### src/rtl/wb_stage_pkg.sv
// Shared constants and types for the write-back stage: datapath widths,
// load-type encodings, FSM states and the latched load descriptor.
package wb_stage_pkg;

  localparam int WORD_WIDTH     = 32;
  localparam int REG_ADDR_WIDTH = 5;

  localparam logic [REG_ADDR_WIDTH-1:0] REG_ZERO = '0;

  localparam logic [2:0] LOAD_LB  = 3'd0;
  localparam logic [2:0] LOAD_LBU = 3'd1;
  localparam logic [2:0] LOAD_LH  = 3'd2;
  localparam logic [2:0] LOAD_LHU = 3'd3;
  localparam logic [2:0] LOAD_LW  = 3'd4;

  typedef enum logic {
    IDLE     = 1'b0,
    WAIT_MEM = 1'b1
  } wb_state_e;

  typedef struct packed {
    logic [REG_ADDR_WIDTH-1:0] addr;
    logic                      reg_write;
    logic [2:0]                ltype;
    logic [1:0]                offset;
  } load_req_t;

endpackage

### src/rtl/wb_stage_load_aligner.sv
// Combinational load data aligner: picks the addressed byte/half/word out of
// the raw memory word and extends it; flags misaligned or illegal loads.
module load_aligner
  import wb_stage_pkg::*;
#(
  parameter int W = WORD_WIDTH
) (
  input  logic [2:0]   type_i,
  input  logic [1:0]   offset_i,
  input  logic [W-1:0] word_i,
  output logic [W-1:0] value_o,
  output logic         misaligned_o
);

  logic [W-1:0] shifted;
  logic [7:0]   byte_v;
  logic [15:0]  half_v;

  // Halfwords only ever sit at offset 0 or 2, so the byte shift covers both.
  assign shifted = word_i >> {offset_i, 3'b000};
  assign byte_v  = shifted[7:0];
  assign half_v  = shifted[15:0];

  always_comb begin
    value_o      = '0;
    misaligned_o = 1'b0;
    unique case (type_i)
      LOAD_LB:  value_o = {{(W-8){byte_v[7]}}, byte_v};
      LOAD_LBU: value_o = {{(W-8){1'b0}}, byte_v};
      LOAD_LH: begin
        value_o      = {{(W-16){half_v[15]}}, half_v};
        misaligned_o = offset_i[0];
      end
      LOAD_LHU: begin
        value_o      = {{(W-16){1'b0}}, half_v};
        misaligned_o = offset_i[0];
      end
      LOAD_LW: begin
        value_o      = word_i;
        misaligned_o = (offset_i != 2'd0);
      end
      default: misaligned_o = 1'b1;
    endcase
  end

endmodule

### src/rtl/wb_stage.sv
// Write-back stage: accepts retiring instructions, parks loads until the
// memory response arrives, and issues one registered register-file write each.
module wb_stage #(
  parameter int WORD_WIDTH     = wb_stage_pkg::WORD_WIDTH,
  parameter int REG_ADDR_WIDTH = wb_stage_pkg::REG_ADDR_WIDTH
) (
  input  logic                      clk,
  input  logic                      rst,
  input  logic                      inValid,
  output logic                      inReady,
  input  logic                      inRegWrite,
  input  logic [REG_ADDR_WIDTH-1:0] inWriteAddr,
  input  logic [WORD_WIDTH-1:0]     inAluValue,
  input  logic                      inIsLoad,
  input  logic [2:0]                inLoadType,
  input  logic [1:0]                inByteOffset,
  input  logic                      memRespValid,
  input  logic [WORD_WIDTH-1:0]     memRespData,
  output logic                      writeEnable,
  output logic [REG_ADDR_WIDTH-1:0] writeAddr,
  output logic [WORD_WIDTH-1:0]     writeValue,
  output logic                      busyLoad,
  output logic [REG_ADDR_WIDTH-1:0] busyAddr,
  output logic                      alignErr
);
  import wb_stage_pkg::*;

  wb_state_e                 state_q, state_d;
  load_req_t                 load_q, load_d;
  logic                      we_q, we_d;
  logic [REG_ADDR_WIDTH-1:0] waddr_q, waddr_d;
  logic [WORD_WIDTH-1:0]     wval_q, wval_d;
  logic                      busy_q, busy_d;
  logic [REG_ADDR_WIDTH-1:0] baddr_q, baddr_d;
  logic                      aerr_q, aerr_d;

  logic [WORD_WIDTH-1:0]     aligned;
  logic                      misaligned;

  load_aligner #(.W(WORD_WIDTH)) u_align (
    .type_i       (load_q.ltype),
    .offset_i     (load_q.offset),
    .word_i       (memRespData),
    .value_o      (aligned),
    .misaligned_o (misaligned)
  );

  assign inReady = (state_q == IDLE);

  always_comb begin
    state_d = state_q;
    load_d  = load_q;
    we_d    = 1'b0;
    waddr_d = waddr_q;
    wval_d  = wval_q;
    busy_d  = busy_q;
    baddr_d = baddr_q;
    aerr_d  = 1'b0;
    unique case (state_q)
      IDLE: begin
        if (inValid) begin
          if (inIsLoad) begin
            load_d  = '{addr: inWriteAddr, reg_write: inRegWrite,
                        ltype: inLoadType, offset: inByteOffset};
            busy_d  = 1'b1;
            baddr_d = inWriteAddr;
            state_d = WAIT_MEM;
          end else begin
            we_d    = inRegWrite && (inWriteAddr != REG_ZERO);
            waddr_d = inWriteAddr;
            wval_d  = inAluValue;
          end
        end
      end
      WAIT_MEM: begin
        if (memRespValid) begin
          busy_d  = 1'b0;
          state_d = IDLE;
          // A faulting load leaves the write port's address/data untouched.
          if (misaligned) begin
            aerr_d = 1'b1;
          end else begin
            we_d    = load_q.reg_write && (load_q.addr != REG_ZERO);
            waddr_d = load_q.addr;
            wval_d  = aligned;
          end
        end
      end
      default: state_d = IDLE;
    endcase
  end

  always_ff @(posedge clk or negedge rst) begin
    if (!rst) begin
      state_q <= IDLE;
      load_q  <= '0;
      we_q    <= 1'b0;
      waddr_q <= '0;
      wval_q  <= '0;
      busy_q  <= 1'b0;
      baddr_q <= '0;
      aerr_q  <= 1'b0;
    end else begin
      state_q <= state_d;
      load_q  <= load_d;
      we_q    <= we_d;
      waddr_q <= waddr_d;
      wval_q  <= wval_d;
      busy_q  <= busy_d;
      baddr_q <= baddr_d;
      aerr_q  <= aerr_d;
    end
  end

  assign writeEnable = we_q;
  assign writeAddr   = waddr_q;
  assign writeValue  = wval_q;
  assign busyLoad    = busy_q;
  assign busyAddr    = baddr_q;
  assign alignErr    = aerr_q;

endmodule

### config.mk
export PLATFORM = sky130hd
export DESIGN_NAME = wb_stage
export DESIGN_NICKNAME = d
export VERILOG_FILES = /design/src/rtl/wb_stage_pkg.sv /design/src/rtl/wb_stage_load_aligner.sv /design/src/rtl/wb_stage.sv
export SDC_FILE = /design/constraint.sdc
export NUM_CORES = 1
export LEC_CHECK = 0
export ABC_AREA = 0
export CORE_ASPECT_RATIO = 0.7
export CORE_MARGIN = 3
export CORE_UTILIZATION = 30
export CTS_BUF_LIST = sky130_fd_sc_hd__clkbuf_4
export DETAILED_ROUTE_END_ITERATION = 8
export PLACE_DENSITY = 0.56
export SYNTH_ARGS = -nofsm -noshare
export SYNTH_HDL_FRONTEND = slang
export SYNTH_HIERARCHICAL = 1
export SYNTH_SLANG_ARGS = --single-unit
### constraint.sdc
create_clock -name clk -period 3.75 [get_ports clk]
set_clock_uncertainty 0.15 [all_clocks]
set_input_delay 0.5625 -clock clk [delete_from_list [all_inputs] [get_ports clk]]
set_output_delay 0.5625 -clock clk [all_outputs]
set_load 0.01 [all_outputs]
==> impl_metrics.tcl <==
set metrics [dict create \
    outcome "completed" \
    grt_max_degree 42 \
    postRouteAntennaNets 0 \
    wl_mm 9.78 \
    cts_tree "done" \
    use_met1 0.255 \
    gr-usage-met2 0.224 \
    fp.dieH_um 93.1 \
    clock_latency_ps 370 \
    regToRegStartpoint "load_q[1]" \
    rrSetupSlack_ps 1100 \
    place_hpwl_mm 7.49 \
    initial_utilization 0.311 \
    first_global_vias 2671 \
    antenna_found_initial 0 \
    grt_pass1_wl_mm 15.1 \
    power_density_nw_per_um2 540 \
    layout_min_cycle_time_ps 2770 \
    ys_dominant_reg_cell "dfrtp_1" \
    syn_inst 273 \
    crit_type "flip-flop to output port" \
    htreeDepth 2 \
    cts_sinks 52 \
    io_pins 126 \
    timing.rr.end "writeValue[21]" \
    cpPeakStageDelay_ps 650 \
    nFillCells 989 \
    grtUsageMet3 0.0365 \
    worst_r2r_path_depth 6 \
    hold_violations 0 \
    cts_hold_buf 0 \
    ir_drop_v 0.000213 \
    ys_ff_latch 52 \
    layout_commonest_cell "clkdlybuf4s50_1" \
    drive_gt1_frac 0.290 \
    cp-start-kind "flip-flop" \
    crit_slowest_cell "dfrtp_2" \
    clock-root-buffer "clkbuf_4" \
    place.gp.congestion 0.833 \
    grt_util_all_layers 0.162 \
    ys_types 48 \
    grt_overflow 0 \
    area_growth_pct 42.2 \
    synth_edf_count 0 \
    syn_nets 353 \
    drt_first_iter_violations 130 \
    final_cell_mix "clkdlybuf4s50_1, mux2_2, dfrtp_1" \
    numCtsBuffers 5 \
    cp.required_ps 3040 \
    hp-class "primary input to async pin" \
    setup.worst_path.end_class "output port" \
    vias 2585 \
    row_count 31 \
    fmaxAchievable_ghz 0.361 \
    cp-endpoint "inReady" \
    die_w_um 130 \
    ys_warn_count 6 \
    fin_crit_sh 0.739 \
    cts_setup_buffers 0 \
    critical_path_arrival_ps 2060 \
    crit_fanout 28 \
    setup_viol 0 \
    cts.clk_slew.worst_paths_ps 170 \
    leakagePower_uw 0.00196 \
    startpoint "state_q" \
    cap_violations 0 \
    fp.coreArea_um2 10500 \
    p_total_uw 2500 \
    worst_pin_slew_ps 936 \
    syn_avg_cell_area_um2 11.9 \
    drc 0 \
    async_flop_share 1.00 \
    worstPathCellList "buf_4 -> inv_1 -> clkdlybuf4s50_1" \
    cts_resized 0 \
    viasPerCell 4.99 \
    fin_nets 465 \
    cts_buffer_depth 2 \
    first_pass_iters 4 \
    whs_ps 139 \
    top_usage_layer "met1" \
    die_area_um2 12100 \
    diodes 0 \
    yosysSeqAreaShare 0.400 \
    syn_area_um2 3250 \
    rsz0062_at_grt "no" \
    fin_tns_setup_ps 0 \
    slew_headroom 0.376 \
    post_drt_wl_per_cell_um 18.9 \
    port_buffers 125 \
    slew_viol_final 0 \
]
## cells by family (layout without fill, tap and decap cells)
group	Yosys count	in the layout	synth area share
xor+xnor	1	1	0.00269
compound gates	60	60	0.146
buf+inv	29	142	0.0600
simple gates	34	34	0.0569
mux	97	97	0.335
flops	52	52	0.400
## Yosys cell counts (4+ instances only)
cell type | instances | area share
a22oi_1 | 4 | 0.0092
nor2_1 | 5 | 0.0058
dfrtp_1 | 52 | 0.40
buf_6 | 5 | 0.017
a21o_1 | 17 | 0.039
a221o_1 | 4 | 0.012
buf_2 | 9 | 0.014
nand2_1 | 13 | 0.015
o21ai_0 | 8 | 0.012
mux2_2 | 89 | 0.31
mux2i_1 | 6 | 0.018
a22o_1 | 4 | 0.011
buf_4 | 7 | 0.016
o2bb2ai_1 | 4 | 0.011
## registers in the layout, summed over array words and instances, names as in the netlist
register / flops
busyAddr: 5
load_q: 6
state_q: 1
busyLoad: 1
alignErr: 1
writeEnable: 1
writeValue: 32
writeAddr: 5
## stage by stage
step / worst slack, ps / instances / util / area, um^2
floorplan: 1610 / 273 / - / 3250
global placement: 893 / 510 / 0.432 / 4520
detailed placement: 884 / 510 / 0.432 / 4520
CTS: 908 / 518 / 0.442 / 4630
global route: 821 / 518 / 0.442 / 4630
finish: 981 / 518 / 0.442 / 4630
## report_power, final
group / internal (uW) / total [uW] / switching, uW
clock network: 210 / 403 / 193
registers: 748 / 912 / 164
logic: 726 / 1180 / 457
## critical path: cells and delay by family, from the launching register on
family                 cells  cell delay, ps
buffers and inverters      3            1030
DFF                        1             650
## worst min path at each step
stage,end,slack (ps)
4_1_cts,writeValue[3],150
3_3_place_gp,load_q[5],340
3_5_place_dp,writeAddr[0],340
5_1_grt,writeValue[3],180
2_1_floorplan,alignErr,120
6_report,writeValue[3],140
## layer usage
| metal | part of all wire | wire length, um |
|---|---|---|
| met4 | 0.011 | 106 |
| met1 | 0.52 | 5080 |
| met2 | 0.41 | 4050 |
| met3 | 0.056 | 552 |
| met5 | 0 | 0 |
## area by class of cell
cell class              count  area, um^2  area share
clock buffers               5        37.5     0.00811
clock inverters             3        68.8      0.0149
flip-flops and latches     52        1300       0.282
repair buffers            129        1280       0.276
inverters                   5        18.8     0.00406
multi-input cells         192        1760       0.380
well taps                 132         165      0.0357
No activity file was read; power rests on OpenSTA's default activity.
==> RTL change 1 (config.mk and constraints unchanged) <==
Set the package constant `REG_ADDR_WIDTH` to 4 (it was 5).
--- a/src/rtl/wb_stage_pkg.sv
+++ b/src/rtl/wb_stage_pkg.sv
@@ -5,3 +5,3 @@
   localparam int WORD_WIDTH     = 32;
-  localparam int REG_ADDR_WIDTH = 5;
+  localparam int REG_ADDR_WIDTH = 4;
 
Interface: changed (resized busyAddr, inWriteAddr and writeAddr); port bits go from 126 to 123. No check against the original RTL was run, so the function may have changed too.
==> RTL change 1 against the original RTL <==
- routed wire length rose by 23%
- worst setup slack better by 0.041 ns
- combinational power down 14%
- utilization fell by 1.6 points
- count of clock-buffer cells in the layout stayed put
- worst hold slack got worse by 0.10 ns
- synthesized area increased by 8.8%
- total power fell by 16%
- global-route usage grew 2.2 points
- cell area rose by 3.6%
- sequential cell count decreased by 2
- via count grew 23%
- critical endpoint is now writeValue[5]
==> RTL change 1: results (changes against the original RTL) <==
| Metric | Value |
|---|---|
| Initial DRC count | `270 (+110%)` |
| Bufs w/o clock | `130 (+0.78%)` |
| Skew-Pair Late Insertion Delay | `0.35 ns (-0.02 ns)` |
| Signal buf overhead | `26.6% (-0.96 points)` |
| # fillers | `1078 (+9.0%)` |
| Total Routing Usage GR | `18.4% (+2.2 points)` |
| Number of global-route vias before repair | `3232 (+21%)` |
| Drt wl/cell | `21.2 um (+12%)` |
| Area grow syn2layout | `35.4%` |
| Main area contributors after synthesis | `dfrtp_1, and4b_1, a311o_1` |
| Switching Share | `35.9% (+3.4 points)` |
| Worst-Margin Slew | `0.869 ns (-0.0674 ns)` |
| Top Family by Delay on Critical Path | `simple AND/OR/NAND/NOR gates` |
| WL met3 | `1.08 mm (+95%)` |
| Mapped Area | `3540 um^2 (+8.8%)` |
| Port Buffers | `122 (-2.4%)` |
| Share of cells above drive strength 1 | `14.0% (-15 points)` |
| GPL Wtd Cong | `0.850 (+2.1%)` |
| Setup crit end kind | `flop` |
| Post-synth top cells | `dfrtp_1, and4b_1, a311o_1, nor4bb_1, clkbuf_1` |
| Placed Instances | `558 (+9.4%)` |
| Multi-In Gates | `221 (+15%)` |
| R2r endpoint | `writeValue[5]` |
| Cell count after synthesis | `321 (+18%)` |
| Number of vias per cell | `5.61 (+12%)` |
| First-pass GRT wire length | `19.4 mm (+28%)` |
| CP startpoint | `load_q[1]` |
| Synth unique cells | `50 (+4.2%)` |
| Slowest stage delay, CP | `0.77 ns (+0.12 ns)` |
| Layout clock area frac | `1.23% (-1.1 points)` |
| Pre-antenna DRT Iters | `4 (unchanged)` |
| Synth Warn # | `6 (unchanged)` |
| CP arrival | `2.85 ns (+0.79 ns)` |
| Wire length on met1 | `6.08 mm (+20%)` |
| Maximum clock rate | `366 MHz (+1.5%)` |
| Clock Sinks | `50 (-3.8%)` |
| Met3 usage | `5.93% (+2.3 points)` |
| Post-Syn Nets | `400 (+13%)` |
| HPWL Detailed | `8.67 mm (+16%)` |
| Slowest CP cell | `nand3b_2` |
| Sequential element share of the synthesized area | `35.3% (-4.7 points)` |
| Post-place setup slack | `0.939 ns (+0.0550 ns)` |
| Lkg Pwr | `0.00207 uW (+5.4%)` |
| Max IR drop VDD | `0.176 mV (-17%)` |
| Register area | `1250 um^2 (-3.8%)` |
| Status | `finished, final reports clean` |
| Logic inverters | `4 (-1)` |
| Hold WS | `0.0344 ns (-0.105 ns)` |
| Worst Path Max Fanout | `37 (+32%)` |
RTL change 1: cell types whose count changed in the layout (fill, tap and decap cells not counted), sizes merged, moves of 3 or more:
cell           change
mux2              -75
buf                +4
and4bb            +11
a311o             +36
and4b             +35
clkinv             +3
clkdlybuf4s50      -3
nor4bb            +25
RTL change 1: power groups by stage:
stage | clock (uW) | sequential, uW | combinational [uW]
after global routing | 297 | 849 | 1100
after floorplan | 0 | 822 | 575
after detailed placement | 0 | 834 | 1020
after CTS | 270 | 826 | 1020
final | 256 | 826 | 1020
after global placement | 0 | 837 | 1010
RTL change 1: cells by family after synthesis:
| family | count (synthesis) | share of synthesized area (%) |
|---|---|---|
| and+or+nand+nor | 102 | 25.6 |
| AOI/OAI and AO/OA | 96 | 23.6 |
| DFF | 50 | 35.3 |
| buffers and inverters | 50 | 8.31 |
| muxes | 22 | 6.89 |
| xor gates and xnor gates | 1 | 0.247 |
==> RTL change 2 (same flow settings) <==
Made on the original files. Take the reset off `waddr_q`, `wval_q` and `baddr_q` and load them in a clocked block of their own.
--- a/src/rtl/wb_stage.sv
+++ b/src/rtl/wb_stage.sv
@@ -97,6 +97,3 @@
       we_q    <= 1'b0;
-      waddr_q <= '0;
-      wval_q  <= '0;
       busy_q  <= 1'b0;
-      baddr_q <= '0;
       aerr_q  <= 1'b0;
@@ -106,8 +103,11 @@
       we_q    <= we_d;
-      waddr_q <= waddr_d;
-      wval_q  <= wval_d;
       busy_q  <= busy_d;
-      baddr_q <= baddr_d;
       aerr_q  <= aerr_d;
     end
+  end
+
+  always_ff @(posedge clk) begin
+    waddr_q <= waddr_d;
+    wval_q  <= wval_d;
+    baddr_q <= baddr_d;
   end
Behaviour: not the same (a bounded check fails within 4 cycles, from zero or initial values and one cycle with rst low).
==> RTL change 2 against the original RTL <==
- clock power rose by 17%
- sequential cell count rose by 5
- synthesized cell count is 14% lower
- utilization rose by 2.2 points
- combinational power fell by 42%
- worst setup slack got worse by 0.014 ns
- total power decreased by 18%
- global-route usage up 0.16 points
- synthesized area decreased by 3.3%
- routed wire length fell by 2.4%
- cell area fell by 0.38%
- largest power group is now registers
==> RTL change 2: results (changes against the original RTL) <==
| Metric | Value |
|---|---|
| Status | `finished, final reports clean` |
| Reg-to-Reg Start | `load_q[0]` |
| FF-to-FF path depth | `4 (-2)` |
| Pre-antenna DRT Iters | `5 (+1)` |
| Top Family by Delay on Critical Path | `flip-flops` |
| Post-synth top cells | `mux2_2, edfxtp_1, a21o_1, nand2_1, dfrtp_1` |
| Worst Path Max Fanout | `42 (+50%)` |
| Net Switching | `655 uW (-19%)` |
| Max IR drop VDD | `0.197 mV (-7.7%)` |
| Number of vias per cell | `5.01 (+0.44%)` |
| Hold WS | `0.375 ns (+0.236 ns)` |
| Total CTS buffers | `9 (+4)` |
| WL met3 | `643 um (+16%)` |
| Post-place setup slack | `1.09 ns (+0.208 ns)` |
| Period utilisation layout | `74.2% (+0.37 points)` |
| Synth Area in Compound Gates | `14.6% (+0.021 points)` |
| Placed cell areas | `4460 um^2 (-1.2%)` |
| Total Routing Usage GR | `16.3% (+0.16 points)` |
| Gate power share | `33.5% (-14 points)` |
| Top FF cell, synth | `edfxtp_1` |
| Number of global-route vias before repair | `2513 (-5.9%)` |
| Post-Syn Nets | `314 (-11%)` |
| Worst min path class | `reg2reg` |
| Wire length on met1 | `4.75 mm (-6.4%)` |
| Skew-Pair Late Insertion Delay | `0.41 ns (+0.04 ns)` |
| Final wirelength | `9.55 mm (-2.4%)` |
| Share of cells above drive strength 1 | `22.7% (-6.3 points)` |
| P_seq | `887 uW (-2.7%)` |
| Initial DRC count | `147 (+13%)` |
| Worst-Margin Slew | `1.07 ns (+0.134 ns)` |
| Total Power | `2050 uW (-18%)` |
| Avg Cell Area, Syn | `13.4 um^2 (+13%)` |
| Clk slew on worst S/H paths | `0.12 ns (-0.05 ns)` |
| Ys async rst share | `26.3% (-74 points)` |
| GPL Wtd Cong | `0.741 (-11%)` |
| Mux cell area share after synthesis | `22.2% (-11 points)` |
| Post-synth EDFFs | `42 (+42)` |
| # fillers | `927 (-6.3%)` |
| Xor-xnor portion of the synthesized cell area | `0.278% (+0.0092 points)` |
[RTL change 2: changes by cell type in the layout (fill, tap and decap cells not counted), sizes merged, moves of 3 or more]
cell / unedited run / this run
edfxtp: 0 / 42
dfrtp: 52 / 15
mux2: 91 / 54
clkbuf: 5 / 9
buf: 5 / 2
inv: 5 / 8
nand2: 13 / 16
[RTL change 2: tightest hold or removal path: cells and delay by family, from the launching register on]
kind             cells  cell delay [ns]
and+or+nand+nor      2             0.12
DFF                  1             0.38
[RTL change 2: final cells by class]
cell class / instances / share of cell area, %
Clock buffer: 9 / 1.47
Clock inverter: 7 / 1.66
Inverter: 6 / 0.597
Multi-Input combinational cell: 155 / 29.8
Sequential cell: 57 / 35.5
Tap cell: 128 / 3.48
Timing Repair Buffer: 127 / 27.5
[RTL change 2: per-layer routing]
layer	GRT usage, %	vias up
li1	-	1145
met1	24.1	1202
met2	23.6	96
met3	4.54	8
met4	3.98	0
met5	0	-
